File: config.mk
export PLATFORM = sky130hd
export DESIGN_NAME = lcd_ctrl
export DESIGN_NICKNAME = d
export VERILOG_FILES = /design/src/rtl/lcd_ctrl.sv
export SDC_FILE = /design/constraint.sdc
export NUM_CORES = 1
export LEC_CHECK = 0
export BUFFER_PORTS_ARGS = -buffer_cell sky130_fd_sc_hd__buf_4
export CORE_MARGIN = 3
export CORE_UTILIZATION = 35
export CTS_CLUSTER_SIZE = 28
export DETAILED_ROUTE_END_ITERATION = 6
export PLACE_DENSITY = 0.62
export SETUP_SLACK_MARGIN = 0.5
export SLEW_MARGIN = 10
export SYNTH_ARGS = -nofsm -noshare
export SYNTH_HDL_FRONTEND = slang
export SYNTH_SLANG_ARGS = --single-unit
File: constraint.sdc
create_clock -name i_clk -period 4.7 [get_ports i_clk]
set_clock_uncertainty 0.1 [all_clocks]
set_input_delay 0.705 -clock i_clk [delete_from_list [all_inputs] [get_ports i_clk]]
set_output_delay 0.705 -clock i_clk [all_outputs]
set_load 0.05 [all_outputs]
File: src/rtl/lcd_ctrl.sv
// rtl/lcd_ctrl.sv - HD44780 character LCD sequencer with power-on init and byte write handshake
module lcd_ctrl #(
  parameter int unsigned T_PWRUP = 750000,
  parameter int unsigned T_SETUP = 4,
  parameter int unsigned T_EN    = 12,
  parameter int unsigned T_HOLD  = 4,
  parameter int unsigned T_CMD   = 2500,
  parameter int unsigned T_CLR   = 82000
) (
  input  logic        i_clk,
  input  logic        i_rst_n,
  input  logic        i_req,
  input  logic        i_rs,
  input  logic [7:0]  i_data,
  output logic        o_ready,
  output logic        o_init_done,
  output logic [31:0] o_lcd
);

  localparam int unsigned T_MAX_A = (T_PWRUP > T_CLR) ? T_PWRUP : T_CLR;
  localparam int unsigned T_MAX   = (T_MAX_A > T_CMD) ? T_MAX_A : T_CMD;
  localparam int unsigned CW      = $clog2(T_MAX + 1);

  typedef enum logic [2:0] {
    S_PWRUP,
    S_SETUP,
    S_EN_HI,
    S_HOLD,
    S_WAIT,
    S_IDLE
  } state_t;

  state_t        state, state_nx;
  logic [CW-1:0] cnt, cnt_nx;
  logic [2:0]    idx, idx_nx;
  logic          rs, rs_nx;
  logic [7:0]    data, data_nx;
  logic          done, done_nx;
  logic          on;
  logic          slow_cmd;

  function automatic logic [7:0] init_byte(input logic [2:0] i);
    case (i)
      3'd0, 3'd1, 3'd2: init_byte = 8'h38;
      3'd3:             init_byte = 8'h0C;
      3'd4:             init_byte = 8'h01;
      3'd5:             init_byte = 8'h06;
      default:          init_byte = 8'h00;
    endcase
  endfunction

  // Clear and home need the long execution wait; everything else uses T_CMD.
  assign slow_cmd = !rs && (data == 8'h01 || data == 8'h02 || data == 8'h03);

  always_comb begin
    state_nx = state;
    cnt_nx   = cnt;
    idx_nx   = idx;
    rs_nx    = rs;
    data_nx  = data;
    done_nx  = done;
    case (state)
      S_PWRUP: begin
        if (cnt == '0) begin
          state_nx = S_SETUP;
          cnt_nx   = CW'(T_SETUP - 1);
          idx_nx   = 3'd0;
          rs_nx    = 1'b0;
          data_nx  = init_byte(3'd0);
        end else begin
          cnt_nx = cnt - CW'(1);
        end
      end
      S_SETUP: begin
        if (cnt == '0) begin
          state_nx = S_EN_HI;
          cnt_nx   = CW'(T_EN - 1);
        end else begin
          cnt_nx = cnt - CW'(1);
        end
      end
      S_EN_HI: begin
        if (cnt == '0) begin
          state_nx = S_HOLD;
          cnt_nx   = CW'(T_HOLD - 1);
        end else begin
          cnt_nx = cnt - CW'(1);
        end
      end
      S_HOLD: begin
        if (cnt == '0) begin
          state_nx = S_WAIT;
          cnt_nx   = slow_cmd ? CW'(T_CLR - 1) : CW'(T_CMD - 1);
        end else begin
          cnt_nx = cnt - CW'(1);
        end
      end
      S_WAIT: begin
        if (cnt == '0) begin
          if (!done && idx != 3'd5) begin
            state_nx = S_SETUP;
            cnt_nx   = CW'(T_SETUP - 1);
            idx_nx   = idx + 3'd1;
            rs_nx    = 1'b0;
            data_nx  = init_byte(idx + 3'd1);
          end else begin
            state_nx = S_IDLE;
            done_nx  = 1'b1;
          end
        end else begin
          cnt_nx = cnt - CW'(1);
        end
      end
      S_IDLE: begin
        if (i_req) begin
          state_nx = S_SETUP;
          cnt_nx   = CW'(T_SETUP - 1);
          rs_nx    = i_rs;
          data_nx  = i_data;
        end
      end
      default: begin
        state_nx = S_PWRUP;
        cnt_nx   = CW'(T_PWRUP);
      end
    endcase
  end

  // Loading T_PWRUP (not T_PWRUP-1) makes the first SETUP start exactly T_PWRUP edges after release.
  always_ff @(posedge i_clk) begin
    if (!i_rst_n) begin
      state <= S_PWRUP;
      cnt   <= CW'(T_PWRUP);
      idx   <= 3'd0;
      rs    <= 1'b0;
      data  <= 8'h00;
      done  <= 1'b0;
      on    <= 1'b0;
    end else begin
      state <= state_nx;
      cnt   <= cnt_nx;
      idx   <= idx_nx;
      rs    <= rs_nx;
      data  <= data_nx;
      done  <= done_nx;
      on    <= 1'b1;
    end
  end

  assign o_ready     = (state == S_IDLE);
  assign o_init_done = done;
  assign o_lcd       = {on, 20'h00000, (state == S_EN_HI), rs, 1'b0, data};

endmodule

==> flow_summary.toml, run 1 <==
[outcome]
status = "finished, final reports clean"

[final_layout]
finalNonFillerCells = 367
num_antenna_cells = 0
fin_area_sq_um = 2490
finalCoreUtilization_pct = 40.9
fillers = 633
multi_input_area_sq_um = 1330
drive_above_1_share_pct = 15.1
seqCellArea_sq_um = 741
layout.nets = 309
syn2layout_area_growth_pct = 9.88

[global_route]
grt-ovfl-total = 0
grt_pass1_vias = 1801
grt_max_degree = 19
antenna_found_initial = 0
grt_pass1_wl_microns = 8760
grt_use_total_pct = 14.9

[drt]
drt_wl_total_microns = 5580
detail_route.first_pass.iterations = 4
ant_nets = 0
drt-initial-drc-count = 203
vias_per_cell = 5.68
drc = 0
wl_per_cell_microns = 15.2
vias = 2083

[floorplan]
coreArea_sq_um = 6100
start_util_pct = 37.2
die_height_microns = 86.5
pin_count = 46
die-area_sq_um = 7480
die_x_microns = 86.5
rows = 28

[logic_synthesis]
synth_fa_ha_area_share_pct = 3.31
synth.cell_area_sq_um = 2270
synthArstFlopShare_pct = 0
seq_area_frac_synth_pct = 32.7
synth_top_cell_by_area = "dfxtp_1"
synth-xor-area-share_pct = 0.773
synth_commonest_cells = "37 x dfxtp_1, 23 x buf_4, 21 x nand2_1"
synth_mux_area_share_pct = 0.442
synth_seq_cells = 37
synth_warnings = 0
synthFlopType = "dfxtp_1"
syn-instance-count = 276
ys_types = 57
yosysMostFrequentCell = "dfxtp_1"
synth_compound_area_share_pct = 29.4
synth_area_per_cell_sq_um = 8.21
synth-simple-area-share_pct = 21.5
yosys.area.top_type_share_pct = 32.7
synth_area_leaders = "dfxtp_1 33%, buf_4 7.6%, a21oi_1 4.2%"
synth_edf_count = 0
synth_top_family_by_area = "compound AO/OA/AOI/OAI gates"

[power]
p_leak_nw = 0.932
vdd_drop_max_v = 0.000116
power_switching_uw = 188
p_clk_share_pct = 37.0
power_uw = 666
seq_power_share_pct = 50.0
p_per_area_nw_per_um2 = 267
switching_share_pct = 28.2
p_comb_share_pct = 13.0
internal_power_uw = 479

[placement]
portBuffers = 24
gp_congestion = 0.840
dp_cells = 359
preCtsSetupSlack_ns = 1.85
hpwlAfterDp_microns = 4050
placed_area_sq_um = 2390

[setup_path]
crit_buf_inv = 1
end_kind = "flip-flop"
cp.arrival_ns = 2.99
critical-path-top-delay-family = "compound AO/OA/AOI/OAI gates"
slowest_stage = "o32ai_2"
critical-path-max-stage-delay_ns = 0.90
cp_cell_sequence = "inv_1, ha_1, nor4b_2, nand4_1, o32ai_2, a22oi_1, a21oi_1"
worstPathRequired_ns = 4.81
start_kind = "flip-flop"
critPathKind = "reg2reg"
cp_max_fo = 14

[clocking]
cts_setup_buffers = 0
clockBufferDepth = 2
worstSkewPairLatency_ns = 0.29
ctsRootBufferMaster = "clkbuf_8"
cts_tree = "built"
clk_pin_slew_ns = 0.07
cts-buffers-inserted = 5
ctsHoldBuffers = 0
htree_num_levels = 2
post_cts_resized = 0
cts.sinks = 37

[sta]
slew_viol_final = 0
final.setup.worst_slack_ns = 1.82
holdWs_ns = 0.374
slew_headroom_pct = 26.2
rsz0062_at_grt = "no"
worst_pin_slew_ns = 1.11
finalCritPeriodShare_pct = 61.3
setup_viol = 0
fmax_mhz = 347
hold_violations = 0
fin_setup_tns_ns = 0
period_needed_ns = 2.88

[worst_hold_path]
hp-class = "reg2reg"

[flow_run]
cap_violations = 0
path summary, 6_finish.rpt:
check / cells after the start / startpoint / to / slack, ns
hold reg to reg: 2 / cnt[12]$_SDFFE_PN1P_ / cnt[12]$_SDFFE_PN1P_ / 0.37
setup / recovery: 7 / cnt[0]$_SDFFE_PN0P_ / cnt[3]$_SDFFE_PN0P_ / 1.82
hold / removal: 2 / cnt[12]$_SDFFE_PN1P_ / cnt[12]$_SDFFE_PN1P_ / 0.37
setup reg to reg: 7 / cnt[0]$_SDFFE_PN0P_ / cnt[3]$_SDFFE_PN0P_ / 1.82
placed cells by master, fill, tap and decap left out, types with 3 or more instances in the layout:
cell type	netlist	layout
dfxtp_1	37	37
buf_4	23	24
nand2_1	21	21
conb_1	1	21
nor2_1	20	20
a21oi_1	19	19
o21ai_0	13	13
nor3_1	12	12
inv_1	10	10
or3_1	7	7
clkbuf_8	0	7
ha_1	6	6
a21o_1	5	5
o311ai_0	5	5
nand4_1	4	4
and2_1	4	4
a32oi_1	4	4
nand3_1	4	4
o31ai_1	4	4
a32o_1	4	4
a211oi_1	4	4
or2_2	3	3
nor3b_1	3	3
nor4_1	3	3
a211o_1	3	3
a31oi_1	3	3
or4_1	3	3
o221a_2	3	3
worst reg2reg max path: stages (launching register included):
cell     delay [ns]
dfxtp_1        0.32
inv_1          0.09
ha_1           0.25
nor4b_2        0.39
nand4_1        0.40
o32ai_2        0.90
a22oi_1        0.20
a21oi_1        0.15
cells by family (layout without fill, tap and decap cells):
logic type	after synthesis	in the layout
muxes	1	1
and+or+nand+nor	92	92
adders and majority gates	6	6
AOI/OAI and AO/OA	90	90
DFF	37	37
buffers and inverters	47	43
xor gates and xnor gates	2	2
other	1	21
routing by layer:
metal / routed length (microns) / share of wire [%] / global-route usage, %
met1: 2600 / 47 / 20.8
met2: 2540 / 45 / 22.0
met3: 353 / 6.3 / 3.33
met4: 91 / 1.6 / 6.37
met5: 0 / 0 / 0
state kept, by name, summed over array words and instances, names as in the netlist:
register,count
data,8
on,1
cnt,20
state,3
idx,3
o_init_done,1
rs,1
layout make-up:
cell class	instances	share of cell area, %
Timing Repair Buffer	24	7.23
Multi-Input combinational cell	212	53.5
Clock inverter	1	0.201
Clock buffer	7	3.87
Tap cell	75	3.77
Inverter	11	1.66
Sequential cell	37	29.7
power groups by stage:
stage	combinational [mW]	sequential [mW]	clock [mW]
after floorplan	0.0842	0.337	0
after global placement	0.0852	0.339	0
after detailed placement	0.0858	0.340	0
after CTS	0.0861	0.333	0.256
after global routing	0.0929	0.334	0.273
final	0.0869	0.333	0.246
Note: power is estimated with default switching activity, not from simulation.
==> run 2, diff against run 1 <==
- PLACE_DENSITY: 0.62 -> 0.64
- clock period: 4.7 -> 2.4 ns (I/O delays scaled with it)
==> run 2 against run 1 <==
Hold slack worse by 0.21 ns. Count of clock-buffer cells in the layout shrank 2. Non-clock buffer count rose by 45. Cell count increased by 12%. Largest power group unchanged. Critical endpoint is now cnt[17]$_SDFFE_PN1P_. Sequential power increased by 98%. Total power up 96%. Fmax is 26% higher.
==> flow_summary.toml, run 2 (synthesis gave the netlist of run 1 again) <==
[drt]
ant_nets = 0
vias_per_cell = 5.71
drt-initial-drc-count = 148
detail_route.first_pass.iterations = 4
wl_per_cell_microns = 16.5
drc = 0
vias = 2353
drt_wl_total_microns = 6780

[final_layout]
mostFrequentLayoutCells = "58 x buf_4, 30 x dfxtp_1, 21 x conb_1, 18 x nand2_1, 17 x nor2_1"
num_antenna_cells = 0
fillers = 564
largest_reg_flops = 20
drive_above_1_share_pct = 44.2
syn2layout_area_growth_pct = 40.1
finalNonFillerCells = 412
layout_commonest_cell = "buf_4"
layout.nets = 354
largestRegisters = "cnt x20, data x8"
registers.top_by_ff_count = "cnt"

[clocking]
cts-buffers-inserted = 5
cts_tree = "built"
ctsRootBufferMaster = "clkbuf_8"
clockBufferDepth = 2
cts.sinks = 37
worstSkewPairLatency_ns = 0.30
clk_pin_slew_ns = 0.08
htree_num_levels = 2

[power]
power_mw = 1.31
p_per_area_nw_per_um2 = 412
vdd_drop_max_v = 0.000241
p_leak_nw = 1.22

[global_route]
grt_use_total_pct = 17.5
grt_pass1_vias = 2125
antenna_found_initial = 0
grt_max_degree = 18
grt-ovfl-total = 0
grt_pass1_wl_microns = 10400

[placement]
gp_congestion = 0.861
portBuffers = 24
dp_cells = 383
preCtsSetupSlack_ns = -0.0424
hpwlAfterDp_microns = 4300

[setup_path]
crit_path_start = "cnt[0]$_SDFFE_PN0P_"
cp_cell_sequence = "or4_4, or3_4, or3_4, a21o_1, a211o_1"
cp_common_cell = "or3_4"
cp.arrival_ns = 2.36
critPathKind = "reg2reg"
start_kind = "flip-flop"
rr_startpoint = "cnt[0]$_SDFFE_PN0P_"
worstPathRequired_ns = 2.48
cp_max_fo = 4
critical-path-max-stage-delay_ns = 0.53
end_kind = "flip-flop"
slowest_stage = "or4_4"

[sta]
holdWs_ns = 0.169
final.setup.worst_slack_ns = 0.118
setup_viol = 0
period_needed_ns = 2.28
rsz0062_at_grt = "yes"
worst_pin_slew_ns = 0.701
fmax_mhz = 438
slew_headroom_pct = 53.3
slew_viol_final = 0
finalCritPeriodShare_pct = 95.1
hold_violations = 0

[worst_hold_path]
hp-class = "in2reg"
hp-start = "i_data[6]"

[floorplan]
coreArea_sq_um = 6100
pin_count = 46
die_height_microns = 86.5
rows = 28
die-area_sq_um = 7480
start_util_pct = 37.2
die_x_microns = 86.5

[outcome]
status = "finished, final reports clean"

[flow_run]
cap_violations = 0
[run 2: changes by cell type in the layout (fill, tap and decap cells not counted), moves of 7 or more]
| cell | before | now |
|---|---|---|
| a21oi_1 | 19 | 8 |
| buf_6 | 0 | 10 |
| buf_4 | 24 | 58 |
| o21ai_0 | 13 | 5 |
| dfxtp_1 | 37 | 30 |
| dfxtp_2 | 0 | 7 |
| a21oi_2 | 0 | 10 |
[run 2: final cells by class]
cell class                 instances  area, sq um  share of cell area (%)
multi-input combinational        212         1640                    51.6
sequential                        37          749                    23.6
timing repair buffer              69          563                    17.7
tap                               75         93.8                    2.96
clock buffer                       5         68.8                    2.17
inverter                          11         45.0                    1.42
clock inverter                     3         17.5                   0.552
[run 2: critical path: cells and delay by family (launching register included)]
family / cells / cell delay, ns
compound gates: 2 / 0.44
flops: 1 / 0.34
simple gates: 3 / 1.28
[run 2: report_power, final]
group / switching, mW / leakage (nW) / internal, mW
combinational: 0.135 / 0.873 / 0.0704
sequential: 0.0271 / 0.301 / 0.631
clock: 0.245 / 0.0439 / 0.201
total: 0.407 / 1.22 / 0.902
[run 2: path summary, 6_finish.rpt]
| path | endpoint | slack (ns) | cells past startpoint |
|---|---|---|---|
| setup reg to reg | cnt[17]$_SDFFE_PN1P_ | 0.12 | 5 |
| hold reg to reg | cnt[12]$_SDFFE_PN1P_ | 0.37 | 2 |
| setup / recovery | cnt[17]$_SDFFE_PN1P_ | 0.12 | 5 |
| hold / removal | data[6]$_SDFFE_PN0P_ | 0.17 | 2 |
[run 2: timing repair]
item | in CTS | in global routing
hold buffers | 0 | 0
pin swaps | 31 | 18
gates cloned | 1 | 0
buffers inserted | 14 | 6
gates resized for setup | 64 | 31
setup endpoints to repair | 35 | 36
[run 2: metrics by stage]
step	utilization [%]	cell area, sq um	TNS, ns
after detailed placement	42.5	2590	-0.0424
after CTS	49.3	3000	0
after floorplan	-	2370	0
after global routing	52.1	3180	0
after global placement	42.5	2590	0
final	52.1	3180	0
[run 2: routing by layer]
layer | track usage (%) | part of all wire, % | vias to the layer above
met5 | 0 | 0 | -
met3 | 2.85 | 5.9 | 5
met4 | 5.95 | 1.0 | 0
met1 | 23.7 | 45 | 1149
met2 | 28.2 | 48 | 83
li1 | - | - | 1116
==> run 3, diff against run 2 <==
- PLACE_DENSITY: 0.64 -> 0.62
- clock period: 2.4 -> 2.6 ns (I/O delays scaled with it)
==> run 3 against run 2 <==
Worst setup slack gained 0.17 ns. Cell area increased by 3.2%. Die area is the same. Via count up 3.1%. Clock power grew 37%. Register-to-register slack gained 0.17 ns. Count of clock-buffer cells in the layout unchanged. Cell count up 1.2%. Critical path depth did not move. Hold slack improved by 0.027 ns. Highest routed layer unchanged.
==> flow_summary.toml, run 3 (synthesis gave the netlist of run 1 again) <==
[final_layout]
fin_area_sq_um = 3280
fillers = 531
num_antenna_cells = 0
syn2layout_area_growth_pct = 44.6
largestRegisters = "cnt x20, data x8"
drive_above_1_share_pct = 43.9
mostFrequentLayoutCells = "60 x buf_4, 30 x dfxtp_1, 21 x conb_1, 20 x nand2_1, 17 x nor2_1"
layout_commonest_cell = "buf_4"
registers.top_by_ff_count = "cnt"
layout.nets = 359
largest_reg_flops = 20

[drt]
drt-initial-drc-count = 348
wl_per_cell_microns = 17.5
vias = 2426
drt_wl_total_microns = 7290
vias_per_cell = 5.82
detail_route.first_pass.iterations = 5
drc = 0
ant_nets = 0

[setup_path]
reg2reg_to = "cnt[11]$_SDFFE_PN0P_"
crit_buf_inv = 0
slowest_stage = "or4_4"
cp.arrival_ns = 2.43
cp_max_fo = 4
reg2reg_slack_ns = 0.29
worstPathRequired_ns = 2.72
rr_startpoint = "cnt[0]$_SDFFE_PN0P_"
end_kind = "flip-flop"
cp_cell_sequence = "or4_4, or3_4, or4_4, or3_1, a31oi_1"
path_depth = 5
critPathKind = "reg2reg"
cp_common_cell = "or4_4"
critical-path-top-delay-family = "simple AND/OR/NAND/NOR gates"
start_kind = "flip-flop"
critical-path-max-stage-delay_ns = 0.54
ff2ff_path_depth = 5

[sta]
finalCritPeriodShare_pct = 88.9
slew_headroom_pct = 65.4
hold_violations = 0
fmax_mhz = 433
worst_pin_slew_ns = 0.520
setup_viol = 0
slew_viol_final = 0
rsz0062_at_grt = "yes"
period_needed_ns = 2.31
fin_setup_tns_ns = 0

[placement]
placed_area_sq_um = 2530
gp_congestion = 0.777
portBuffers = 24
hpwlAfterDp_microns = 4240

[global_route]
grt_max_degree = 15
grt_use_total_pct = 17.5
grt_pass1_wl_microns = 10400
grt_pass1_vias = 2166
antenna_found_initial = 0
grt-ovfl-total = 0

[clocking]
ctsRootBufferMaster = "clkbuf_8"
ctsHoldBuffers = 0
cts.sinks = 37
cts-buffers-inserted = 5
clockBufferDepth = 2
cts_tree = "built"
clk_pin_slew_ns = 0.08
worstSkewPairLatency_ns = 0.30
htree_num_levels = 2

[floorplan]
die-area_sq_um = 7480
die_height_microns = 86.5
rows = 28
pin_count = 46
die_x_microns = 86.5
start_util_pct = 37.2
coreArea_sq_um = 6100

[power]
p_leak_nw = 1.26
p_per_area_nw_per_um2 = 434
power_mw = 1.42
vdd_drop_max_v = 0.000192

[worst_hold_path]
hp-start = "i_data[6]"
hp-class = "in2reg"
min_to = "data[6]$_SDFFE_PN0P_"
hold_depth = 2

[outcome]
status = "finished, final reports clean"

[flow_run]
cap_violations = 0
==> run 3: worst reg2reg max path: stages, from the launching register on <==
cell,delay (ns)
dfxtp_2,0.34
or4_4,0.54
or3_4,0.39
or4_4,0.43
or3_1,0.32
a31oi_1,0.12
==> run 3: per-layer routing <==
| metal | up-vias | GRT usage, % | part of all wire (%) | wire length (microns) |
|---|---|---|---|---|
| met5 | - | 0 | 0 | 0 |
| li1 | 1129 | - | - | - |
| met3 | 25 | 3.04 | 6.4 | 464 |
| met1 | 1147 | 21.8 | 43 | 3130 |
| met4 | 0 | 6.94 | 3.4 | 251 |
| met2 | 125 | 29.9 | 47 | 3450 |
==> run 3: what timing repair did <==
item,in CTS,in global routing
endpoints found under the setup margin,34,35
cloned,0,3
pin swaps,17,27
setup buffers,17,14
resized for setup,34,61
==> run 3: cell type report <==
type	instances	area, sq um	share of cell area, %
sequential	37	749	22.9
clock inverter	3	65.1	1.98
inverter	11	43.8	1.34
clock buffer	5	68.8	2.10
multi-input combinational	214	1670	51.0
tap	75	93.8	2.86
timing repair buffer	72	586	17.9
==> run 3: where the power goes <==
part           switching [mW]  leakage [nW]  internal (mW)  total [mW]
logic                   0.132         0.895         0.0743       0.206
clock network           0.228        0.0681          0.381       0.609
registers              0.0270         0.301          0.582       0.609
total                   0.386          1.26           1.04        1.42
==> run 3: worst max-delay path by stage <==
stage	slack [ns]	to	start
2_1_floorplan	0.33	cnt[11]$_SDFFE_PN0P_	cnt[0]$_SDFFE_PN0P_
3_3_place_gp	0.17	cnt[8]$_SDFFE_PN1P_	cnt[0]$_SDFFE_PN0P_
3_5_place_dp	0.1	cnt[18]$_SDFFE_PN0P_	cnt[0]$_SDFFE_PN0P_
4_1_cts	0.31	cnt[11]$_SDFFE_PN0P_	cnt[0]$_SDFFE_PN0P_
5_1_grt	0.21	cnt[11]$_SDFFE_PN0P_	cnt[0]$_SDFFE_PN0P_
6_report	0.29	cnt[11]$_SDFFE_PN0P_	cnt[0]$_SDFFE_PN0P_
==> run 3: through the flow <==
step                std cells  util (%)  hold slack (ns)  setup WS (ns)
floorplan                 296         -            0.318          0.332
global placement          375      41.6            0.359          0.168
detailed placement        375      41.6            0.360         0.0974
CTS                       400      47.7            0.198          0.307
global route              417      53.8            0.191          0.210
finish                    417      53.8            0.195          0.289
